$ cat src/rtl/vtg_pkg.sv
// vtg_pkg: timing-set type, 640x480@60 defaults, TMDS control symbols and generator states.
package vtg_pkg;
  typedef struct packed {
    int h_active, h_fp, h_sync, h_bp;
    int v_active, v_fp, v_sync, v_bp;
  } timing_t;
  localparam timing_t VGA_640X480 = '{h_active: 640, h_fp: 16, h_sync: 96, h_bp: 48,
                                      v_active: 480, v_fp: 10, v_sync: 2, v_bp: 33};
  // Control-period symbols indexed by {vsync, hsync} for the downstream TMDS mux.
  localparam logic [9:0] TMDS_CTRL_00 = 10'b1101010100;
  localparam logic [9:0] TMDS_CTRL_01 = 10'b0010101011;
  localparam logic [9:0] TMDS_CTRL_10 = 10'b0101010100;
  localparam logic [9:0] TMDS_CTRL_11 = 10'b1010101011;
  typedef enum logic {IDLE, RUN} state_t;
endpackage

$ cat src/rtl/vtg_if.sv
// vtg_if: run control, request stream and display stream of the timing generator.
// VTG_PATTERN_EN adds the colour-bar outputs.
interface vtg_if #(parameter int CW = 12);
  logic en, req, de, hsync, vsync, sof, sol, running;
  logic [CW-1:0] req_x, req_y, x, y;
`ifdef VTG_PATTERN_EN
  logic [7:0] pat_r, pat_g, pat_b;
`endif
  modport master (input en, output req, req_x, req_y, de, hsync, vsync, x, y, sof, sol, running
`ifdef VTG_PATTERN_EN
    , output pat_r, pat_g, pat_b
`endif
  );
  modport slave (output en, input req, req_x, req_y, de, hsync, vsync, x, y, sof, sol, running
`ifdef VTG_PATTERN_EN
    , input pat_r, pat_g, pat_b
`endif
  );
endinterface

$ cat src/rtl/vtg_delay.sv
// vtg_delay: W-bit, D-deep shift register with async reset value RV; D=0 is a plain wire.
module vtg_delay #(
  parameter int W = 1,
  parameter int D = 1,
  parameter logic [W-1:0] RV = '0
)(
  input  logic         clk,
  input  logic         rst,
  input  logic [W-1:0] d,
  output logic [W-1:0] q
);
  if (D == 0) begin : g_wire
    assign q = d;
  end else begin : g_pipe
    logic [W-1:0] sr [D];
    always_ff @(posedge clk or posedge rst)
      if (rst) for (int i = 0; i < D; i++) sr[i] <= RV;
      else begin
        sr[0] <= d;
        for (int i = 1; i < D; i++) sr[i] <= sr[i-1];
      end
    assign q = sr[D-1];
  end
endmodule

$ cat src/rtl/video_timing_gen.sv
// video_timing_gen: raster timing with a request stream and a LEAD-delayed display stream.
// VTG_PATTERN_EN adds 8 vertical colour bars aligned with de.
module video_timing_gen import vtg_pkg::*; #(
  parameter int H_ACTIVE = VGA_640X480.h_active,
  parameter int H_FP     = VGA_640X480.h_fp,
  parameter int H_SYNC   = VGA_640X480.h_sync,
  parameter int H_BP     = VGA_640X480.h_bp,
  parameter int V_ACTIVE = VGA_640X480.v_active,
  parameter int V_FP     = VGA_640X480.v_fp,
  parameter int V_SYNC   = VGA_640X480.v_sync,
  parameter int V_BP     = VGA_640X480.v_bp,
  parameter bit HS_POL   = 1'b0,
  parameter bit VS_POL   = 1'b0,
  parameter int CW       = 12,
  parameter int LEAD     = 2
)(
  input  logic clk,
  input  logic rst,
  vtg_if.master v
);
  localparam logic [CW-1:0] HA  = CW'(H_ACTIVE);
  localparam logic [CW-1:0] HS0 = CW'(H_ACTIVE + H_FP);
  localparam logic [CW-1:0] HS1 = CW'(H_ACTIVE + H_FP + H_SYNC);
  localparam logic [CW-1:0] HT1 = CW'(H_ACTIVE + H_FP + H_SYNC + H_BP - 1);
  localparam logic [CW-1:0] VA  = CW'(V_ACTIVE);
  localparam logic [CW-1:0] VS0 = CW'(V_ACTIVE + V_FP);
  localparam logic [CW-1:0] VS1 = CW'(V_ACTIVE + V_FP + V_SYNC);
  localparam logic [CW-1:0] VT1 = CW'(V_ACTIVE + V_FP + V_SYNC + V_BP - 1);
`ifdef VTG_PATTERN_EN
  localparam int PW = 24;
`else
  localparam int PW = 0;
`endif
  localparam int SW = 5 + 2*CW + PW;
  state_t state, state_n;
  logic [CW-1:0] hc, vc, hc_n, vc_n;
  logic h_end, f_end, run, act, hs_a, vs_a, d_hs, d_vs;
  logic [SW-PW-1:0] flags;
  logic [SW-1:0] rq_n, rq, dq;
  always_comb begin
    h_end   = hc == HT1;
    f_end   = h_end && vc == VT1;
    run     = state == RUN;
    state_n = run ? ((f_end && !v.en) ? IDLE : RUN) : (v.en ? RUN : IDLE);
    hc_n    = (!run || h_end) ? '0 : hc + 1'b1;
    vc_n    = (!run || f_end) ? '0 : (h_end ? vc + 1'b1 : vc);
    act     = run && hc < HA && vc < VA;
    hs_a    = run && hc >= HS0 && hc < HS1;
    // vsync edges line up with the hsync leading edge, not with hc=0.
    vs_a    = run && ((vc == VS0 && hc >= HS0) || (vc > VS0 && vc < VS1) || (vc == VS1 && hc < HS0));
    flags   = {act, hs_a, vs_a, act && hc == '0 && vc == '0, act && hc == '0,
               act ? vc : '0, act ? hc : '0};
  end
`ifdef VTG_PATTERN_EN
  localparam logic [CW-1:0] BW = CW'(H_ACTIVE / 8);
  logic [CW-1:0] bar;
  logic [2:0] b;
  always_comb begin
    bar  = hc / BW;
    b    = (bar > CW'(7)) ? 3'd7 : bar[2:0];
    rq_n = {flags, act ? {{8{!b[1]}}, {8{!b[2]}}, {8{!b[0]}}} : 24'h0};
  end
  assign {v.pat_r, v.pat_g, v.pat_b} = dq[PW-1:0];
`else
  assign rq_n = flags;
`endif
  always_ff @(posedge clk or posedge rst)
    if (rst) begin
      state <= IDLE;
      hc    <= '0;
      vc    <= '0;
      rq    <= '0;
    end else begin
      state <= state_n;
      hc    <= hc_n;
      vc    <= vc_n;
      rq    <= rq_n;
    end
  vtg_delay #(.W(SW), .D(LEAD)) u_dly (.clk(clk), .rst(rst), .d(rq), .q(dq));
  assign v.running = state == RUN;
  assign v.req     = rq[SW-1];
  assign v.req_y   = rq[PW+CW +: CW];
  assign v.req_x   = rq[PW +: CW];
  assign {v.de, d_hs, d_vs, v.sof, v.sol, v.y, v.x} = dq[SW-1:PW];
  assign v.hsync   = d_hs ? HS_POL : !HS_POL;
  assign v.vsync   = d_vs ? VS_POL : !VS_POL;
endmodule

$ cat src/flat_wrapper.sv
// flat-port wrapper written by rule: the top's interface ports become plain ports
module video_timing_gen_flat import vtg_pkg::*;
#(
  parameter int H_ACTIVE = VGA_640X480.h_active,
  parameter int H_FP     = VGA_640X480.h_fp,
  parameter int H_SYNC   = VGA_640X480.h_sync,
  parameter int H_BP     = VGA_640X480.h_bp,
  parameter int V_ACTIVE = VGA_640X480.v_active,
  parameter int V_FP     = VGA_640X480.v_fp,
  parameter int V_SYNC   = VGA_640X480.v_sync,
  parameter int V_BP     = VGA_640X480.v_bp,
  parameter bit HS_POL   = 1'b0,
  parameter bit VS_POL   = 1'b0,
  parameter int CW       = 12,
  parameter int LEAD     = 2
)
  (clk, rst, v_en, v_req, v_req_x, v_req_y, v_de, v_hsync, v_vsync, v_x, v_y, v_sof, v_sol, v_running);
  vtg_if #(.CW(CW)) v_i ();
  input  logic clk;
  input  logic rst;
  input wire logic [$bits(v_i.en)-1:0] v_en;
  output wire logic [$bits(v_i.req)-1:0] v_req;
  output wire logic [$bits(v_i.req_x)-1:0] v_req_x;
  output wire logic [$bits(v_i.req_y)-1:0] v_req_y;
  output wire logic [$bits(v_i.de)-1:0] v_de;
  output wire logic [$bits(v_i.hsync)-1:0] v_hsync;
  output wire logic [$bits(v_i.vsync)-1:0] v_vsync;
  output wire logic [$bits(v_i.x)-1:0] v_x;
  output wire logic [$bits(v_i.y)-1:0] v_y;
  output wire logic [$bits(v_i.sof)-1:0] v_sof;
  output wire logic [$bits(v_i.sol)-1:0] v_sol;
  output wire logic [$bits(v_i.running)-1:0] v_running;
  assign v_i.en = v_en;
  assign v_req = v_i.req;
  assign v_req_x = v_i.req_x;
  assign v_req_y = v_i.req_y;
  assign v_de = v_i.de;
  assign v_hsync = v_i.hsync;
  assign v_vsync = v_i.vsync;
  assign v_x = v_i.x;
  assign v_y = v_i.y;
  assign v_sof = v_i.sof;
  assign v_sol = v_i.sol;
  assign v_running = v_i.running;
  video_timing_gen #(.H_ACTIVE(H_ACTIVE), .H_FP(H_FP), .H_SYNC(H_SYNC), .H_BP(H_BP), .V_ACTIVE(V_ACTIVE), .V_FP(V_FP), .V_SYNC(V_SYNC), .V_BP(V_BP), .HS_POL(HS_POL), .VS_POL(VS_POL), .CW(CW), .LEAD(LEAD)) u_core (.clk(clk), .rst(rst), .v(v_i));
endmodule
$ cat config.mk
export PLATFORM = sky130hd
export DESIGN_NAME = video_timing_gen_flat
export DESIGN_NICKNAME = d
export VERILOG_FILES = /design/src/rtl/vtg_pkg.sv /design/src/rtl/vtg_if.sv /design/src/rtl/vtg_delay.sv /design/src/rtl/video_timing_gen.sv /design/src/flat_wrapper.sv
export SDC_FILE = /design/constraint.sdc
export NUM_CORES = 1
export LEC_CHECK = 0
export BUFFER_PORTS_ARGS = -buffer_cell sky130_fd_sc_hd__buf_4
export CORE_ASPECT_RATIO = 0.6
export CORE_UTILIZATION = 51
export DETAILED_ROUTE_END_ITERATION = 10
export PLACE_DENSITY = 0.85
export RECOVER_POWER = 50
export SLEW_MARGIN = 15
export SYNTH_ARGS = -nofsm -noshare
export SYNTH_HDL_FRONTEND = slang
export SYNTH_SLANG_ARGS = --single-unit
$ cat constraint.sdc
create_clock -name clk -period 3.1 [get_ports clk]
set_input_delay 0.465 -clock clk [delete_from_list [all_inputs] [get_ports clk]]
set_output_delay 0.465 -clock clk [all_outputs]
set_load 0.02 [all_outputs]
==> results.yml, run 1 <==
sta:
  fin_crit_ns: 2.424
  whs_ns: 0.3105
  hold_viol_final: 0
  slew_headroom_pct: 48.67
  finalSetupViolCount: 0
  tns_ns: 0
  skew_ns: 0.008292
  finalCritPeriodShare_pct: 78.19
  fmax_ghz: 0.4125
  slew_viol_final: 0
  tightest_slew_ns: 0.7643
  rsz0062_at_grt: "no"
grt:
  grt_start_max_net_pins: 113
  grtUsageTotal_pct: 17.53
  first_global_vias: 2254
  antenna_found_initial: 0
  grt_pass1_wl_mm: 11.33
  overflow: 0
  grtUsageMet3_pct: 5.346
  busiest_layer: "met2"
  grt_use_met1_pct: 23.80
  met2_usage_pct: 26.77
yosys:
  ys_warn_count: 0
  yosysTopAreaCellShare_pct: 67.07
  ys_ff_latch: 112
  post-synth-top-area-cell: "dfrtp_1"
  synthesis.area_mm2: 0.004179
  synth.avg_cell_area_um2: 12.78
  synth_cell_types: 36
  netlist_instances: 327
  synth_area_leaders: "dfrtp_1, buf_4, and2_1, a31oi_1, nor2_1"
  ys_seq_area_share_pct: 67.07
clock_network:
  cts_tree: "built"
  cts_num_sinks: 112
  path_clk_slew_ns: 0.08
  cts.path.max_buffers: 2
  hold_buffers: 0
  numCtsBuffers: 9
  clkLatencyLatePin_ns: 0.34
  clockRootBuffer: "clkbuf_16"
  cts-htree-levels: 3
  post_cts_resized: 0
  post_cts_buffers: 0
power:
  p_sw_uw: 582.1
  p_sw_share_pct: 21.89
  leakagePower_nw: 2.300
  power_density_mw_per_mm2: 568.9
  vdd_ir_drop_max_mv: 0.3142
  pwr-share-seq_pct: 55.4
  combPwrFrac_pct: 1.9
  p_clk_share_pct: 42.7
  p_int_mw: 2.077
run:
  cap_viol_max_count: 0
worst_setup_path:
  r2r_end: "u_core.vc[3]$_DFFE_PP0P_"
  worstReg2RegStart: "u_core.hc[5]$_DFF_PP0_"
  path_delay_family: "simple AND/OR/NAND/NOR gates"
  worstPathRequired_ns: 3.30
  crit_type: "flop to flop"
  critPathBufInv: 0
  end_kind: "flop"
  crit_path_start_kind: "flop"
  cp_slowest_stage_delay_ns: 0.67
  rrSetupSlack_ns: 0.68
  critPathArrivalTime_ns: 2.63
  crit_slowest_cell: "nor4_4"
  worstPathCellList: "or4_4, nor4_4, or2b_4, a31oi_1"
  path_max_fanout: 23
  reg2reg_depth: 4
drt:
  drc_errors: 0
  drt_pass1_iterations: 6
  drt-total-wl_mm: 6.860
  wl_per_cell_um: 15.11
  drt_iter0_drc: 217
  vias: 2375
  ant_nets: 0
  viasPerCell: 5.231
final_layout:
  fin_util_pct: 59.07
  fillers: 601
  drive_gt1_share_pct: 24.28
  seq_area_mm2: 0.002803
  multi_input_area_um2: 914.6
  num_antenna_cells: 0
  nNetsFinal: 348
  synthToLayoutAreaGrowth_pct: 11.86
floorplanning:
  rows: 25
  initial_core_util_pct: 52.81
  die_x_um: 118.9
  io_pins: 58
  die-area_mm2: 0.008572
  die_h_um: 72.12
  core_mm2: 0.007914
place:
  dpl.hpwl_mm: 4.117
  gp_congestion: 0.8856
  port_buffers: 57
hold_path:
  min_path_type: "input pin to async pin"
run_status:
  outcome: "finished clean"
==> area by class of cell <==
| type | count | area share (%) |
|---|---|---|
| Clock buffer | 10 | 5.112 |
| Clock inverter | 6 | 1.499 |
| Inverter | 13 | 1.071 |
| Multi-Input combinational cell | 145 | 19.57 |
| Sequential cell | 112 | 59.96 |
| Tap cell | 108 | 2.891 |
| Timing Repair Buffer | 60 | 9.904 |
==> worst register-to-register path, cell delays in order, from the launching register on <==
cell and delay [ns]:
dfrtp_1 0.47, or4_4 0.58, nor4_4 0.67, or2b_4 0.42, a31oi_1 0.15
==> Yosys cell counts (all sizes together) <==
| cell | count |
|---|---|
| or4b | 1 |
| nor3 | 6 |
| nand2 | 9 |
| nor2 | 21 |
| and2 | 20 |
| and3 | 5 |
| ha | 4 |
| and4 | 5 |
| buf | 53 |
| nand2b | 5 |
| or4 | 1 |
| nand4 | 5 |
| nor4 | 3 |
| nor4bb | 1 |
| a2111oi | 1 |
| xor2 | 1 |
| o31a | 1 |
| xnor2 | 9 |
| or2b | 1 |
| nand3 | 8 |
| a31oi | 18 |
| o21ai | 7 |
| nor3b | 1 |
| nand3b | 1 |
| a41oi | 3 |
| inv | 13 |
| conb | 1 |
| clkbuf | 8 |
| a31o | 1 |
| dfrtp | 112 |
| or2 | 1 |
| nor4b | 1 |
==> sequential cells by signal, indices dropped and copies added, names as in the netlist <==
register	flops
u_core.u_dly.q	29
u_core.v.running	1
u_core.vc	12
u_core.hc	12
u_core.rq	29
u_core.u_dly.g_pipe.sr	29
==> how the worst max path moves through the flow <==
stage	startpoint	to	cells after the start
5_1_grt	u_core.hc[10]$_DFF_PP0_	u_core.vc[3]$_DFFE_PP0P_	4
3_3_place_gp	u_core.hc[10]$_DFF_PP0_	u_core.vc[5]$_DFFE_PP0P_	4
2_1_floorplan	rst	u_core.hc[0]$_DFF_PP0_	1
4_1_cts	u_core.hc[10]$_DFF_PP0_	u_core.vc[3]$_DFFE_PP0P_	4
3_5_place_dp	u_core.hc[5]$_DFF_PP0_	u_core.vc[9]$_DFFE_PP0P_	4
6_report	u_core.hc[5]$_DFF_PP0_	u_core.vc[3]$_DFFE_PP0P_	4
==> routing by layer <==
layer	routed length, um	up-vias
li1	-	1070
met1	3029	1159
met2	3165	130
met3	534	16
met4	131	0
met5	0	-
==> through the flow <==
stage               area, um^2  instances  worst slack (ns)  power, mW
global route              4674        454            0.5887      2.758
detailed placement        4368        438            0.7990      1.555
global placement          4368        438            0.9229      1.554
finish                    4674        454            0.6760      2.659
CTS                       4677        454            0.7434      2.679
floorplan                 4198        331             1.278      1.542
==> power groups by stage <==
| stage | Clock [mW] | Combinational, mW | Sequential [mW] |
|---|---|---|---|
| after floorplan | 0 | 0.0407 | 1.50 |
| after global placement | 0 | 0.0527 | 1.50 |
| after detailed placement | 0 | 0.0533 | 1.50 |
| after CTS | 1.15 | 0.0533 | 1.47 |
| after global routing | 1.23 | 0.0581 | 1.47 |
| final | 1.14 | 0.0509 | 1.47 |
==> kinds of logic (layout without fill, tap and decap cells) <==
kind of cell    after synthesis  in the layout  synth area share (%)
fa+ha+maj                     4              4                 1.198
compound gates               31             31                 4.791
buf+inv                      74             89                 11.56
other cells                   1              5               0.08973
flops                       112            112                 67.07
simple gates                 95             95                 13.20
xor+xnor                     10             10                 2.096
==> layout by cell type (no fill, tap or decap), drive strengths merged, types with 6 or more instances in the layout <==
cell type	n
dfrtp	112
buf	59
nor2	21
and2	20
a31oi	18
inv	16
clkbuf	11
nand2	9
xnor2	9
nand3	8
o21ai	7
nor3	6
(Power assumes the default switching activity.)
==> run 2, diff against run 1 <==
Settings changed: ABC_AREA from default to 1, CORE_UTILIZATION 51 to 57, PLACE_DENSITY 0.85 to 0.89.
Clock period 3.1 ns to 2.4 ns, I/O delays scaled along.
==> results.yml, run 2 <==
sta:
  fin_crit_ns: 1.843
  tightest_slew_ns: 1.415
  fmax_ghz: 0.5426
  finalSetupViolCount: 0
  fin_ws_ns: 0.5569
  slew_viol_final: 0
  skew_ns: 0.008212
  hold_viol_final: 0
  rsz0062_at_grt: "no"
  finalCritPeriodShare_pct: 76.79
  tns_ns: 0
  slew_headroom_pct: 5.642
run:
  cap_viol_max_count: 0
hold_path:
  min_path_type: "input pin to flop"
  whs_path_depth: 2
  worst_hold_path.endpoint: "u_core.v.running$_DFF_PP0_"
  hold_start: "v_en"
worst_setup_path:
  worstPathRequired_ns: 2.66
  r2r_end: "u_core.rq[25]$_DFF_PP0_"
  reg2reg_depth: 8
  rrSetupSlack_ns: 0.56
  worstPathCellList: "inv_1, nand2_1, inv_1, nand2_1, nor2_1, nand4_1, buf_4, nor3_1"
  path_delay_family: "simple AND/OR/NAND/NOR gates"
  crit_type: "flop to flop"
  worstReg2RegStart: "u_core.hc[10]$_DFF_PP0_"
  critPathArrivalTime_ns: 2.10
  end_kind: "flop"
  path_max_fanout: 12
  cp_slowest_stage_delay_ns: 0.37
  crit_path_start_kind: "flop"
  critPathBufInv: 3
  crit_slowest_cell: "dfrtp_1"
grt:
  first_global_vias: 2519
  grtUsageTotal_pct: 20.29
  grt_pass1_wl_mm: 12.10
  overflow: 0
  antenna_found_initial: 0
  grt_start_max_net_pins: 113
final_layout:
  synthToLayoutAreaGrowth_pct: 10.79
  num_antenna_cells: 0
  drive_gt1_share_pct: 19.48
  fin_area_mm2: 0.004781
  nNetsFinal: 428
  mostFrequentLayoutCell: "dfrtp_1"
  mostFrequentLayoutCells: "dfrtp_1, nand2_1, buf_4, nor2_1, inv_1"
clock_network:
  cts-htree-levels: 3
  cts_tree: "built"
  cts_num_sinks: 112
  clkLatencyLatePin_ns: 0.35
  path_clk_slew_ns: 0.08
  post_cts_buffers: 0
  clockRootBuffer: "clkbuf_16"
  post_cts_resized: 0
  hold_buffers: 0
  cts.path.max_buffers: 2
  numCtsBuffers: 9
yosys:
  netlist_instances: 403
  yosysTopAreaCellShare_pct: 64.95
  synthTopCellsByCount: "dfrtp_1, nand2_1, nor2_1"
  ys_ff_latch: 112
  ys_seq_area_share_pct: 64.95
  synth_cell_types: 25
  synthesis.area_mm2: 0.004315
  async_reset_ff_share_pct: 100.0
  post-synth-top-area-cell: "dfrtp_1"
  ys_warn_count: 0
  synth.avg_cell_area_um2: 10.71
  synth-edff-count: 0
  ys.flop_type: "dfrtp_1"
  synth_area_leaders: "dfrtp_1, buf_4, nand2_1, nor2_1, inv_1"
  yosysMostFrequentCell: "dfrtp_1"
place:
  port_buffers: 57
  pre_cts_ws_ns: 0.6111
  dpl.hpwl_mm: 4.914
  gp_congestion: 0.9297
  place_area_mm2: 0.004498
drt:
  vias: 2615
  drc_errors: 0
  wl_per_cell_um: 13.79
  viasPerCell: 4.934
  drt_iter0_drc: 253
  drt-total-wl_mm: 7.311
  drt_pass1_iterations: 4
  ant_nets: 0
power:
  power_density_mw_per_mm2: 939.4
  power_mw: 4.491
  leakagePower_nw: 2.469
  vdd_ir_drop_max_mv: 0.4911
  pwr-share-seq_pct: 51.7
  p_sw_mw: 1.334
  p_int_mw: 3.157
  p_sw_share_pct: 29.70
  p_clk_share_pct: 31.8
  combPwrFrac_pct: 16.5
floorplanning:
  die-area_mm2: 0.007935
  core_mm2: 0.007297
  die_h_um: 69.40
  rows: 24
  initial_core_util_pct: 59.14
  io_pins: 58
  die_x_um: 114.3
run_status:
  outcome: "finished clean"
run 2: routing by layer:
layer  global-route usage, %  vias to the layer above  share of wire, %
met1                   27.80                     1268                46
met3                   6.119                       10               7.3
li1                        -                     1225                 -
met4                   8.514                        0               1.3
met5                       0                        -                 0
met2                   30.44                      112                46
run 2: power groups by stage:
stage / logic, mW / clock network [mW] / registers [mW]
floorplan: 0.663 / 0 / 2.29
finish: 0.741 / 1.43 / 2.32
global route: 0.804 / 1.53 / 2.35
global placement: 0.718 / 0 / 2.34
CTS: 0.748 / 1.45 / 2.32
detailed placement: 0.743 / 0 / 2.36
run 2: how the worst max path moves through the flow:
stage / startpoint / endpoint / cells after the start / slack [ns]
after floorplan: rst / u_core.hc[0]$_DFF_PP0_ / 1 / 0.68
after CTS: u_core.hc[10]$_DFF_PP0_ / u_core.rq[25]$_DFF_PP0_ / 8 / 0.55
after global placement: u_core.vc[0]$_DFFE_PP0P_ / u_core.v.running$_DFF_PP0_ / 8 / 0.75
final: u_core.hc[10]$_DFF_PP0_ / u_core.rq[25]$_DFF_PP0_ / 8 / 0.56
after detailed placement: u_core.hc[10]$_DFF_PP0_ / u_core.rq[25]$_DFF_PP0_ / 8 / 0.61
after global routing: u_core.hc[10]$_DFF_PP0_ / u_core.rq[25]$_DFF_PP0_ / 8 / 0.32
run 2: cell families after synthesis:
| family | count (synthesis) | share of synthesized area (%) |
|---|---|---|
| buffers and inverters | 100 | 13.60 |
| AO/OA/AOI/OAI | 8 | 0.9278 |
| flip-flops | 112 | 64.95 |
| adder cells (fa/ha/maj) | 4 | 1.160 |
| AND/OR/NAND/NOR | 170 | 17.66 |
| other | 1 | 0.08690 |
| XOR/XNOR | 8 | 1.624 |
run 2: through the flow:
| step | hold slack (ns) | util (%) | instances |
|---|---|---|---|
| floorplan | 0.3312 | - | 407 |
| global placement | 0.3312 | 61.64 | 514 |
| detailed placement | 0.3347 | 61.64 | 514 |
| CTS | 0.2058 | 65.72 | 530 |
| global route | 0.2163 | 65.52 | 530 |
| finish | 0.2132 | 65.52 | 530 |
run 2: final cells by class:
| cell class | count | area (um^2) |
|---|---|---|
| inverter | 44 | 166.4 |
| multi-input combinational | 195 | 940.9 |
| sequential | 112 | 2803 |
| timing repair buffer | 59 | 442.9 |
| fill | 525 | 2516 |
| tap | 104 | 130.1 |
| clock inverter | 7 | 72.57 |
| clock buffer | 9 | 225.2 |
